===== config.mk =====
export PLATFORM = sky130hd
export DESIGN_NAME = rtc_bus_arbiter_flat
export DESIGN_NICKNAME = d
export VERILOG_FILES = /design/src/rtl/rtc_bus_arbiter_if.sv /design/src/rtl/rtc_bus_arbiter.sv /design/src/flat_wrapper.sv
export SDC_FILE = /design/constraint.sdc
export NUM_CORES = 1
export LEC_CHECK = 0
export BUFFER_PORTS_ARGS = -buffer_cell sky130_fd_sc_hd__buf_2
export CAP_MARGIN = 20
export CORE_ASPECT_RATIO = 2
export CORE_UTILIZATION = 49
export DETAILED_ROUTE_END_ITERATION = 10
export PLACE_DENSITY = 0.8
export SLEW_MARGIN = 20
export SYNTH_ARGS = -nofsm -noshare
export SYNTH_HDL_FRONTEND = slang
export SYNTH_SLANG_ARGS = --single-unit

===== constraint.sdc =====
create_clock -name clk -period 2.4 [get_ports clk]
set_input_delay 0.36 -clock clk [delete_from_list [all_inputs] [get_ports clk]]
set_output_delay 0.36 -clock clk [all_outputs]
set_load 0.05 [all_outputs]

===== src/rtl/rtc_bus_arbiter_if.sv =====
// Requester and RTC pin-side signals of the RTC bus arbiter, bundled for port use.
interface rtc_bus_arbiter_if;
  logic [2:0]  req;
  logic [2:0]  req_wr;
  logic [23:0] req_addr;
  logic [23:0] req_wdata;
  logic [2:0]  gnt;
  logic [2:0]  done;
  logic [7:0]  rd_data;
  logic        busy;
  logic [7:0]  bus_addr;
  logic [7:0]  bus_wdata;
  logic        bus_oe;
  logic        rd;
  logic        wr;
  logic [7:0]  bus_rdata;

  modport slave (
    input  req, req_wr, req_addr, req_wdata, bus_rdata,
    output gnt, done, rd_data, busy, bus_addr, bus_wdata, bus_oe, rd, wr
  );

  modport master (
    output req, req_wr, req_addr, req_wdata, bus_rdata,
    input  gnt, done, rd_data, busy, bus_addr, bus_wdata, bus_oe, rd, wr
  );
endinterface


===== src/rtl/rtc_bus_arbiter.sv =====
// Round-robin arbiter for three RTC bus requesters; runs one address/strobe/hold/done
// bus cycle per grant and returns read data to the requesters.
module rtc_bus_arbiter #(
  parameter int ADDR_CYC   = 4,
  parameter int STROBE_CYC = 8,
  parameter int HOLD_CYC   = 2
) (
  input logic              clk,
  input logic              reset,
  rtc_bus_arbiter_if.slave io
);

  typedef enum logic [2:0] {S_IDLE, S_ADDR, S_STROBE, S_HOLD, S_DONE} state_t;

  localparam logic [15:0] ADDR_LD   = 16'(ADDR_CYC - 1);
  localparam logic [15:0] STROBE_LD = 16'(STROBE_CYC - 1);
  localparam logic [15:0] HOLD_LD   = 16'(HOLD_CYC - 1);

  state_t      r_state, w_next;
  logic [15:0] r_cnt, w_cnt_nxt;
  logic [1:0]  r_rr;
  logic [2:0]  r_gnt;
  logic        r_is_wr;
  logic [7:0]  r_bus_addr, r_bus_wdata, r_rd_data;
  logic        r_bus_oe;
  logic        w_rd, w_wr, w_busy;
  logic [2:0]  w_done;
  logic [1:0]  w_pick;
  logic [2:0]  w_onehot;
  logic        w_sel_wr;
  logic [23:0] w_addr_sh, w_wdata_sh;

  // Search order is ptr+1, ptr+2, ptr so the last winner always ranks lowest.
  function automatic logic [1:0] rr_pick(input logic [1:0] ptr, input logic [2:0] r);
    logic [1:0] c;
    logic       found;
    rr_pick = ptr;
    found   = 1'b0;
    c       = ptr;
    for (int k = 0; k < 3; k++) begin
      c = (c == 2'd2) ? 2'd0 : c + 2'd1;
      if (!found && |(r & (3'b001 << c))) begin
        rr_pick = c;
        found   = 1'b1;
      end
    end
  endfunction

  assign w_pick     = rr_pick(r_rr, io.req);
  assign w_onehot   = 3'b001 << w_pick;
  assign w_sel_wr   = |(io.req_wr & w_onehot);
  assign w_addr_sh  = io.req_addr >> {w_pick, 3'b000};
  assign w_wdata_sh = io.req_wdata >> {w_pick, 3'b000};

  always_ff @(posedge clk) begin
    if (!reset) begin
      r_state <= S_IDLE;
      r_cnt   <= '0;
    end else begin
      r_state <= w_next;
      r_cnt   <= w_cnt_nxt;
    end
  end

  always_comb begin
    w_next    = r_state;
    w_cnt_nxt = r_cnt - 16'd1;
    w_rd      = 1'b0;
    w_wr      = 1'b0;
    w_busy    = 1'b1;
    w_done    = 3'b000;
    case (r_state)
      S_IDLE: begin
        w_busy    = 1'b0;
        w_cnt_nxt = r_cnt;
        if (io.req != 3'b000) begin
          w_next    = S_ADDR;
          w_cnt_nxt = ADDR_LD;
        end
      end
      S_ADDR: begin
        if (r_cnt == 16'd0) begin
          w_next    = S_STROBE;
          w_cnt_nxt = STROBE_LD;
        end
      end
      S_STROBE: begin
        w_rd = !r_is_wr;
        w_wr = r_is_wr;
        if (r_cnt == 16'd0) begin
          w_next    = S_HOLD;
          w_cnt_nxt = HOLD_LD;
        end
      end
      S_HOLD: begin
        if (r_cnt == 16'd0) begin
          w_next    = S_DONE;
          w_cnt_nxt = '0;
        end
      end
      S_DONE: begin
        w_done    = r_gnt;
        w_next    = S_IDLE;
        w_cnt_nxt = '0;
      end
      default: begin
        w_next    = S_IDLE;
        w_cnt_nxt = '0;
      end
    endcase
  end

  // Transaction is latched at grant; later requester changes cannot disturb the bus.
  always_ff @(posedge clk) begin
    if (!reset) begin
      r_rr        <= 2'd2;
      r_gnt       <= '0;
      r_is_wr     <= 1'b0;
      r_bus_addr  <= '0;
      r_bus_wdata <= '0;
      r_bus_oe    <= 1'b0;
      r_rd_data   <= '0;
    end else begin
      if (r_state == S_IDLE && io.req != 3'b000) begin
        r_rr        <= w_pick;
        r_gnt       <= w_onehot;
        r_is_wr     <= w_sel_wr;
        r_bus_addr  <= w_addr_sh[7:0];
        r_bus_wdata <= w_sel_wr ? w_wdata_sh[7:0] : 8'h00;
        r_bus_oe    <= w_sel_wr;
      end
      if (r_state == S_STROBE && r_cnt == 16'd0 && !r_is_wr)
        r_rd_data <= io.bus_rdata;
      if (r_state == S_HOLD && r_cnt == 16'd0) begin
        r_bus_addr  <= '0;
        r_bus_wdata <= '0;
        r_bus_oe    <= 1'b0;
      end
      if (r_state == S_DONE)
        r_gnt <= '0;
    end
  end

  assign io.gnt       = r_gnt;
  assign io.done      = w_done;
  assign io.rd_data   = r_rd_data;
  assign io.busy      = w_busy;
  assign io.bus_addr  = r_bus_addr;
  assign io.bus_wdata = r_bus_wdata;
  assign io.bus_oe    = r_bus_oe;
  assign io.rd        = w_rd;
  assign io.wr        = w_wr;

endmodule


===== src/flat_wrapper.sv =====
// flat-port wrapper written by rule: the top's interface ports become plain ports
module rtc_bus_arbiter_flat 
#(
  parameter int ADDR_CYC   = 4,
  parameter int STROBE_CYC = 8,
  parameter int HOLD_CYC   = 2
)
  (clk, reset, io_req, io_req_wr, io_req_addr, io_req_wdata, io_bus_rdata, io_gnt, io_done, io_rd_data, io_busy, io_bus_addr, io_bus_wdata, io_bus_oe, io_rd, io_wr);
  rtc_bus_arbiter_if io_i ();
  input logic clk;
  input logic reset;
  input wire logic [$bits(io_i.req)-1:0] io_req;
  input wire logic [$bits(io_i.req_wr)-1:0] io_req_wr;
  input wire logic [$bits(io_i.req_addr)-1:0] io_req_addr;
  input wire logic [$bits(io_i.req_wdata)-1:0] io_req_wdata;
  input wire logic [$bits(io_i.bus_rdata)-1:0] io_bus_rdata;
  output wire logic [$bits(io_i.gnt)-1:0] io_gnt;
  output wire logic [$bits(io_i.done)-1:0] io_done;
  output wire logic [$bits(io_i.rd_data)-1:0] io_rd_data;
  output wire logic [$bits(io_i.busy)-1:0] io_busy;
  output wire logic [$bits(io_i.bus_addr)-1:0] io_bus_addr;
  output wire logic [$bits(io_i.bus_wdata)-1:0] io_bus_wdata;
  output wire logic [$bits(io_i.bus_oe)-1:0] io_bus_oe;
  output wire logic [$bits(io_i.rd)-1:0] io_rd;
  output wire logic [$bits(io_i.wr)-1:0] io_wr;
  assign io_i.req = io_req;
  assign io_i.req_wr = io_req_wr;
  assign io_i.req_addr = io_req_addr;
  assign io_i.req_wdata = io_req_wdata;
  assign io_i.bus_rdata = io_bus_rdata;
  assign io_gnt = io_i.gnt;
  assign io_done = io_i.done;
  assign io_rd_data = io_i.rd_data;
  assign io_busy = io_i.busy;
  assign io_bus_addr = io_i.bus_addr;
  assign io_bus_wdata = io_i.bus_wdata;
  assign io_bus_oe = io_i.bus_oe;
  assign io_rd = io_i.rd;
  assign io_wr = io_i.wr;
  rtc_bus_arbiter #(.ADDR_CYC(ADDR_CYC), .STROBE_CYC(STROBE_CYC), .HOLD_CYC(HOLD_CYC)) u_core (.clk(clk), .reset(reset), .io(io_i));
endmodule

==> results.cfg, run 1 <==
[status]
status = completed

[worst_hold_path]
hold_class = input port to flop
worstHoldPathCells = 3

[global_route]
grt_pass1_vias = 2421
grt_max_degree = 23
grt_pass1_wl_microns = 10300
gr-usage-all-layers_pct = 24.5
antenna_found_initial = 0
grt_overflow = 0

[yosys]
synth_flop_cell = dfxtp_1
async_flop_share_pct = 0
synth_edf_count = 0
postSynthAreaPerCell_sq_um = 9.19
synth_area_sq_um = 2530
synth_cell_types = 54
synth_top_cell_by_area = dfxtp_1
yosys_warnings = 0
synth-seq-cells = 50
netlist_instances = 275
syn_nets = 340
synth_top_area_share_pct = 39.6
ys_seq_area_share_pct = 39.6
synth.area.top_cells = dfxtp_1 40%, a222oi_1 6.3%, nor2_1 5.9%, a211oi_1 5.3%, mux2i_1 3.6%

[place]
dp_hpwl_microns = 4760
place.gp.congestion = 0.869
dp_cells = 425
io_buffer_count = 97

[timing]
slew_viol_final = 0
period_minus_slack_ns = 2.22
fin_crit_sh_pct = 92.4
fin_worst_skew_ns = 0.00532
slew_headroom_pct = 40.9
tightest_slew_ns = 0.877
setup_violations = 0
fmax_ghz = 0.451
rsz0062_at_grt = no
finalHoldViolations = 0

[floorplanning]
io_pins = 98
start_util_pct = 51.5
dieArea_sq_um = 5460
core_area_sq_um = 4910
rows = 36
die_x_microns = 52.8
fp.dieH_microns = 104

[finish]
nFillCells = 432
drive_gt1_share_pct = 37.5
post-route-util_pct = 65.2
final_cell_mix = 97 x buf_2, 50 x dfxtp_1, 39 x nor2_1
final_nets = 440
diodes = 0
syn_to_final_growth_pct = 26.7
final_cells = 433
layout_commonest_cell = buf_2

[routing]
routedWlPerCell_microns = 14.3
vias_per_cell = 5.77
drt_iter0_markers = 90
ant_nets = 0
vias = 2498
remaining_drc_errors = 0
firstDrtPassIters = 5
drt_wl_total_microns = 6190

[flow_run]
max_cap_violations = 0

[worst_setup_path]
critPathLaunchType = flop
reg2reg_slack_ns = 0.18
endpoint_kind = flop
worstPathRequired_ns = 2.58
crit_arrival_ns = 2.40
critical_path_class = flop to flop
crit_fanout = 17
rr_worst_depth = 8

[cts]
ctsResizeCount = 0
cts_tree = yes
cts_buffers = 5
cts.htree.levels = 2
clk_pin_slew_ns = 0.10
clockBufferDepth = 2
clock_latency_ns = 0.31
post_cts_buffers = 0
cts_sinks = 50
postCtsHoldBufs = 0
cts_root_buf = clkbuf_8

[pwr]
p_leak_uw = 0.00146
ir_drop_mv = 0.772
cellPowerDensity_nw_per_um2 = 1290
==> cell usage after synthesis (all sizes together) (2+ instances only) <==
cell    number
dfxtp       50
nor2        40
nand2       21
a211oi      19
a222oi      16
clkbuf      12
nor2b       11
nor3        11
mux2i        9
mux2         8
xor2         7
a21oi        5
inv          5
o21ai        5
or3          5
xnor2        5
a21boi       4
and3         4
buf          4
a31oi        3
nand3        3
or4          3
and2         2
nand2b       2
o21a         2
o31ai        2
==> metal layers <==
layer,routed length [microns],global-route usage (%)
met5,0,0
met4,197,12.4
met3,276,4.85
met2,3400,42.9
met1,2320,26.1
==> state kept, by name, indices dropped and copies added, names as in the netlist <==
register	count
u_core.r_cnt	16
u_core.io.bus_addr	8
u_core.io.bus_wdata	8
u_core.io.rd_data	8
u_core.io.gnt	3
u_core.r_state	3
u_core.r_rr	2
u_core.io.bus_oe	1
u_core.r_is_wr	1
==> layout make-up <==
cell class	count	area (sq um)	share of cell area [%]
clock buffers	5	68.8	2.15
clock inverters	3	45.0	1.41
inverters	5	18.8	0.586
multi-input cells	204	1420	44.4
flip-flops and latches	50	1000	31.3
well taps	57	71.3	2.23
repair buffers	109	576	18.0
==> final timing paths <==
| path | startpoint | endpoint |
|---|---|---|
| max | u_core.r_cnt[0]$_SDFFE_PN0N_ | u_core.io.bus_wdata[0]$_SDFFE_PP0P_ |
| min | io_bus_rdata[4] | u_core.io.rd_data[4]$_SDFFE_PN0P_ |
| max reg2reg | u_core.r_cnt[0]$_SDFFE_PN0N_ | u_core.io.bus_wdata[0]$_SDFFE_PP0P_ |
| min reg2reg | u_core.io.bus_oe$_SDFFE_PP0P_ | u_core.io.bus_oe$_SDFFE_PP0P_ |
==> where the power goes <==
part	leakage, uW	switching (uW)	internal [uW]
Sequential	0.000409	194	1060
Clock	0.0000504	296	310
Combinational	0.00100	1460	823
Total	0.00146	1950	2190
==> cell families (layout without fill, tap and decap cells) <==
group / count (synthesis) / in the layout / synth area share (%)
and+or+nand+nor: 108 / 108 / 22.5
buffers and inverters: 21 / 122 / 4.46
muxes: 17 / 17 / 7.13
xor gates and xnor gates: 12 / 12 / 4.16
DFF: 50 / 50 / 39.6
adders and majority gates: 1 / 1 / 0.495
AOI/OAI and AO/OA: 66 / 66 / 21.6
==> worst max-delay path, cell delays in order, from the launching register on <==
cell      delay, ns
dfxtp_1        0.35
inv_1          0.08
ha_1           0.18
or2b_2         0.36
nor3_4         0.32
nand2_1        0.21
o31ai_4        0.25
buf_4          0.25
a211oi_1       0.07
==> stage by stage <==
stage	TNS (ns)	total power, uW	setup WS (ns)	hold WS, ns	cell area (sq um)
after floorplan	0	3010	0.0215	0.443	2530
after global placement	0	3500	0.0325	0.442	3090
after detailed placement	-0.136	3550	-0.0350	0.455	3090
after CTS	0	4160	0.0834	0.299	3200
after global routing	0	4410	0.0731	0.314	3200
final	0	4140	0.183	0.300	3200
Power figures use the tool's default switching activity.
==> run 2: changes to the inputs <==
--- a/config.mk
+++ b/config.mk
@@ -5,10 +5,11 @@
 export SDC_FILE = /design/constraint.sdc
 export NUM_CORES = 1
 export LEC_CHECK = 0
+export ABC_AREA = 1
 export BUFFER_PORTS_ARGS = -buffer_cell sky130_fd_sc_hd__buf_2
 export CAP_MARGIN = 20
 export CORE_ASPECT_RATIO = 2
-export CORE_UTILIZATION = 49
+export CORE_UTILIZATION = 50
 export DETAILED_ROUTE_END_ITERATION = 10
 export PLACE_DENSITY = 0.8
 export SLEW_MARGIN = 20
==> results.cfg, run 2 <==
[cts]
post_cts_buffers = 0
cts_sinks = 50
ctsResizeCount = 0
clockBufferDepth = 2
cts.htree.levels = 2
cts_buffers = 5
cts_tree = yes
clk_pin_slew_ns = 0.09
clock_latency_ns = 0.31
postCtsHoldBufs = 0
cts_root_buf = clkbuf_8

[worst_setup_path]
crit_fanout = 28
worstPathCellList = inv_2 -> nand3_2 -> nand2_4 -> nor2_8 -> nand3_1 -> nand2_2 -> clkinv_2 -> nand4_1 -> nand3_2 -> nand2_1 -> a21oi_1
cpMostUsedCell = nand3_2
r2r_start = u_core.r_rr[1]$_SDFFE_PN1P_
crit_arrival_ns = 2.27
max_stage_delay_ns = 0.45
regToRegEndpoint = u_core.r_is_wr$_SDFFE_PN0P_
worstPathRequired_ns = 2.60
critical_path.slowest_cell = dfxtp_1
rr_worst_depth = 11
endpoint_kind = flop
reg2reg_slack_ns = 0.32
critical_path_class = flop to flop
worst-path-buf-inv = 2
critPathLaunchType = flop
cp_top_family = simple AND/OR/NAND/NOR gates

[pwr]
cellPowerDensity_nw_per_um2 = 1640
ir_drop_mv = 1.34
p_leak_uw = 0.00156

[floorplanning]
fp.dieH_microns = 106
io_pins = 98
rows = 37
start_util_pct = 52.3
die_x_microns = 54.1
dieArea_sq_um = 5740
core_area_sq_um = 5180

[routing]
remaining_drc_errors = 0
ant_nets = 0
vias = 2950
routedWlPerCell_microns = 13.5
drt_wl_total_microns = 7240
vias_per_cell = 5.50
firstDrtPassIters = 5
drt_iter0_markers = 84

[global_route]
grt_max_degree = 30
antenna_found_initial = 0
grt_overflow = 0
gr-usage-all-layers_pct = 26.5
grt_pass1_vias = 2721
grt_pass1_wl_microns = 11300

[timing]
period_minus_slack_ns = 2.08
fin_worst_skew_ns = 0.00502
setup_slack_ns = 0.324
slew_headroom_pct = 58.3
fin_tns_setup_ns = 0
slew_viol_final = 0
finalHoldViolations = 0
fin_worst_hold_slack_ns = 0.308
fmax_ghz = 0.482
fin_crit_sh_pct = 86.5
tightest_slew_ns = 0.620
setup_violations = 0
rsz0062_at_grt = no

[place]
place.gp.congestion = 0.909
io_buffer_count = 97
place_area_sq_um = 3240
dp_hpwl_microns = 5570
place_ws_ns = 0.342
dp_cells = 528

[yosys]
synth_area_sq_um = 2710
syn_nets = 443
netlist_instances = 378
synth_edf_count = 0
synth-seq-cells = 50
synth.most_common_cell = nand2_1
ys_seq_area_share_pct = 36.9
synth_top_area_share_pct = 36.9
postSynthAreaPerCell_sq_um = 7.17
synth_cell_types = 36
synth_flop_cell = dfxtp_1
yosys-top-cells-count = 65 x nand2_1, 54 x nand3_1, 50 x dfxtp_1
async_flop_share_pct = 0
synth_top_cell_by_area = dfxtp_1
synth.area.top_cells = dfxtp_1 37%, nand3_1 10%, nand2_1 9.0%, nor2_1 6.4%, inv_1 4.3%
yosys_warnings = 0

[finish]
largest_reg_flops = 16
final_cell_mix = 97 x buf_2, 65 x nand2_1, 54 x nand3_1
syn_to_final_growth_pct = 23.6
register_area_sq_um = 1000
layout_commonest_cell = buf_2
multi_input_area_sq_um = 1480
fin_area_sq_um = 3350
final_nets = 542
regMostFlops = u_core.r_cnt
nFillCells = 480
drive_gt1_share_pct = 28.7
diodes = 0
final_cells = 536

[worst_hold_path]
hold-path-endpoint = u_core.io.bus_addr[0]$_SDFFE_PP0P_
worstHoldPathCells = 3
hp-start = io_req_addr[16]
hold_class = input port to flop

[status]
status = completed

[flow_run]
max_cap_violations = 0
-- run 2: changes by cell type after synthesis, moves of 6 or more --
cell	change
a211oi_1	-6
a21oi_1	+18
a222oi_1	-16
inv_1	+26
mux2_2	-8
mux2i_1	-9
nand2_1	+44
nand3_1	+52
nand4_1	+12
nor2_1	+6
nor2b_1	-11
o21ai_0	+9
-- run 2: cells by family (layout without fill, tap and decap cells) --
group	after synthesis	in the layout	share of synthesized area (%)
buffers and inverters	51	151	8.44
AO/OA/AOI/OAI	62	62	13.9
flip-flops	50	50	36.9
XOR/XNOR	10	10	3.23
adder cells (fa/ha/maj)	1	1	0.461
AND/OR/NAND/NOR	204	204	37.0
-- run 2: per-layer routing --
layer	share of wire (%)	vias to the layer above	global-route usage (%)	routed length, microns
li1	-	1482	-	-
met1	36	1320	23.8	2570
met2	55	119	48.5	3970
met3	5.9	29	6.72	424
met4	3.8	0	15.9	274
met5	0	-	0	0
-- run 2: worst register-to-register path, stage by stage, from the launching register on --
cell and delay (ns):
dfxtp_1 0.45, inv_2 0.11, nand3_2 0.11, nand2_4 0.07
nor2_8 0.12, nand3_1 0.10, nand2_2 0.10, clkinv_2 0.30
nand4_1 0.20, nand3_2 0.19, nand2_1 0.14, a21oi_1 0.07
-- run 2: through the flow --
stage	total power, uW	util [%]
final	5500	64.6
after floorplan	4300	-
after global routing	5970	64.6
after CTS	5510	64.6
after detailed placement	4930	62.5
after global placement	4860	62.5
-- run 2: worst max path at each step --
stage,from,endpoint,slack [ns],cells past startpoint
after detailed placement,u_core.r_rr[1]$_SDFFE_PN1P_,u_core.r_is_wr$_SDFFE_PN0P_,0.34,11
after global routing,u_core.r_rr[0]$_SDFFE_PN0P_,u_core.r_is_wr$_SDFFE_PN0P_,0.09,11
after global placement,io_req[0],u_core.r_is_wr$_SDFFE_PN0P_,0.41,11
after CTS,u_core.r_rr[0]$_SDFFE_PN0P_,u_core.io.bus_wdata[5]$_SDFFE_PP0P_,0.33,12
final,u_core.r_rr[1]$_SDFFE_PN1P_,u_core.r_is_wr$_SDFFE_PN0P_,0.32,11
after floorplan,u_core.r_state[2]$_SDFFE_PN0P_,u_core.io.rd_data[0]$_SDFFE_PN0P_,0.40,6
-- run 2: layout make-up --
| cell class | instances | area share, % |
|---|---|---|
| Tap cell | 58 | 2.17 |
| Sequential cell | 50 | 29.9 |
| Multi-Input combinational cell | 277 | 44.2 |
| Inverter | 39 | 4.41 |
| Clock buffer | 8 | 3.29 |
| Timing Repair Buffer | 104 | 16.1 |
-- run 2: report_power, final --
group | switching (uW) | internal [uW]
Sequential | 216 | 1130
Clock | 277 | 291
Combinational | 2520 | 1060
==> run 3: changes to the inputs <==
--- a/config.mk
+++ b/config.mk
@@ -9,6 +9,7 @@
 export BUFFER_PORTS_ARGS = -buffer_cell sky130_fd_sc_hd__buf_2
 export CAP_MARGIN = 20
 export CORE_ASPECT_RATIO = 2
+export CORE_MARGIN = 3
 export CORE_UTILIZATION = 50
 export DETAILED_ROUTE_END_ITERATION = 10
 export PLACE_DENSITY = 0.8
==> results.cfg, run 3 (same netlist as run 2, synthesis figures left out) <==
[pwr]
clock_power_share_pct = 9.6
switching_share_pct = 55.4
p_leak_uw = 0.00155
combPwrFrac_pct = 65.7
total_power_uw = 5440
ir_drop_mv = 1.07
p_switching_uw = 3010
cellPowerDensity_nw_per_um2 = 1630
power.internal_uw = 2420
p_seq_share_pct = 24.8

[cts]
ctsResizeCount = 0
clock_latency_ns = 0.31
cts_buffers = 5
clockBufferDepth = 2
postCtsHoldBufs = 0
clk_pin_slew_ns = 0.09
cts.htree.levels = 2
cts_root_buf = clkbuf_8
cts_tree = yes
post_cts_buffers = 0
cts_sinks = 50

[routing]
routedWlPerCell_microns = 13.6
drt_wl_total_microns = 7280
vias_per_cell = 5.47
ant_nets = 0
vias = 2931
firstDrtPassIters = 4
remaining_drc_errors = 0
drt_iter0_markers = 198

[worst_setup_path]
critical_path.slowest_cell = dfxtp_1
endpoint_kind = flop
worstPathRequired_ns = 2.65
worstPathCellList = inv_2 -> nand3_1 -> nand3_1 -> nand3_1 -> nand3_4 -> nand2_4 -> nand3_2 -> nand3_2 -> nand3_1 -> a21oi_1
reg2reg_slack_ns = 0.28
cpMostUsedCell = nand3_1
critPathLaunchType = flop
crit_arrival_ns = 2.37
critical_path_class = flop to flop
crit_fanout = 29
max_stage_delay_ns = 0.45
cp_top_family = simple AND/OR/NAND/NOR gates
worst-path-buf-inv = 1

[finish]
syn_to_final_growth_pct = 23.0
fin_area_sq_um = 3340
largest_reg_flops = 16
final_cell_mix = 97 x buf_2, 65 x nand2_1, 54 x nand3_1
diodes = 0
final_nets = 542
regMostFlops = u_core.r_cnt
layout_commonest_cell = buf_2
drive_gt1_share_pct = 28.7

[global_route]
antenna_found_initial = 0
grt_pass1_vias = 2822
grt_pass1_wl_microns = 12000
gr-usage-all-layers_pct = 24.0
grt_max_degree = 30
grt_overflow = 0

[timing]
setup_violations = 0
finalHoldViolations = 0
slew_viol_final = 0
slew_headroom_pct = 64.0
tightest_slew_ns = 0.535
period_minus_slack_ns = 2.12
rsz0062_at_grt = no
fmax_ghz = 0.471
fin_worst_skew_ns = 0.00635
fin_tns_setup_ns = 0
fin_crit_sh_pct = 88.4

[floorplanning]
fp.dieH_microns = 110
start_util_pct = 52.3
core_area_sq_um = 5180
rows = 37
dieArea_sq_um = 6400
io_pins = 98
die_x_microns = 58.1

[place]
dp_hpwl_microns = 5690
place.gp.congestion = 0.922
io_buffer_count = 97
place_area_sq_um = 3240

[flow_run]
max_cap_violations = 0

[worst_hold_path]
hold_class = input port to flop

[status]
status = completed
run 3: cell count changes in the layout (fill, tap and decap cells not counted):
| cell | delta |
|---|---|
| clkinvlp_4 | +1 |
| clkinv_2 | +1 |
| clkbuf_8 | -2 |
run 3: metal layers:
metal	up-vias	part of all wire, %	track usage (%)
met3	16	5.8	4.43
met4	0	2.8	13.1
met5	-	0	0
li1	1484	-	-
met1	1339	36	23.9
met2	92	55	45.1
run 3: through the flow:
step | utilization (%) | setup WS [ns] | instances | hold WS (ns)
after global routing | 64.3 | 0.0386 | 536 | 0.309
after floorplan | - | 0.400 | 378 | 0.459
after detailed placement | 62.5 | 0.321 | 528 | 0.448
after global placement | 62.5 | 0.397 | 528 | 0.441
after CTS | 64.3 | 0.325 | 536 | 0.293
final | 64.3 | 0.277 | 536 | 0.306
run 3: power by group through the flow:
stage	logic [uW]	clock network [uW]	registers (uW)
3_5_place_dp	3570	0	1360
5_1_grt	3980	561	1380
4_1_cts	3580	536	1340
2_1_floorplan	2410	0	1890
6_report	3570	520	1350
3_3_place_gp	3510	0	1350
run 3: final cells by class:
| class | count | area [sq um] |
|---|---|---|
| fillers | 487 | 1850 |
| multi-input cells | 277 | 1480 |
| flip-flops and latches | 50 | 1000 |
| repair buffers | 104 | 538 |
| inverters | 39 | 148 |
| clock buffers | 6 | 82.6 |
| well taps | 58 | 72.6 |
| clock inverters | 2 | 12.5 |
run 3: worst min-delay path: cells and delay by family:
kind                   cells  cell delay [ns]
buffers and inverters      1             0.10
AOI/OAI and AO/OA          1             0.07
and+or+nand+nor            1             0.05
run 3: path summary, 6_finish.rpt:
kind / startpoint / to / depth (start not counted)
min reg2reg: u_core.io.rd_data[6]$_SDFFE_PN0P_ / u_core.io.rd_data[6]$_SDFFE_PN0P_ / 2
max: u_core.r_rr[1]$_SDFFE_PN1P_ / u_core.io.bus_wdata[3]$_SDFFE_PP0P_ / 10
min: io_req_addr[16] / u_core.io.bus_addr[0]$_SDFFE_PP0P_ / 3
max reg2reg: u_core.r_rr[1]$_SDFFE_PN1P_ / u_core.io.bus_wdata[3]$_SDFFE_PP0P_ / 10
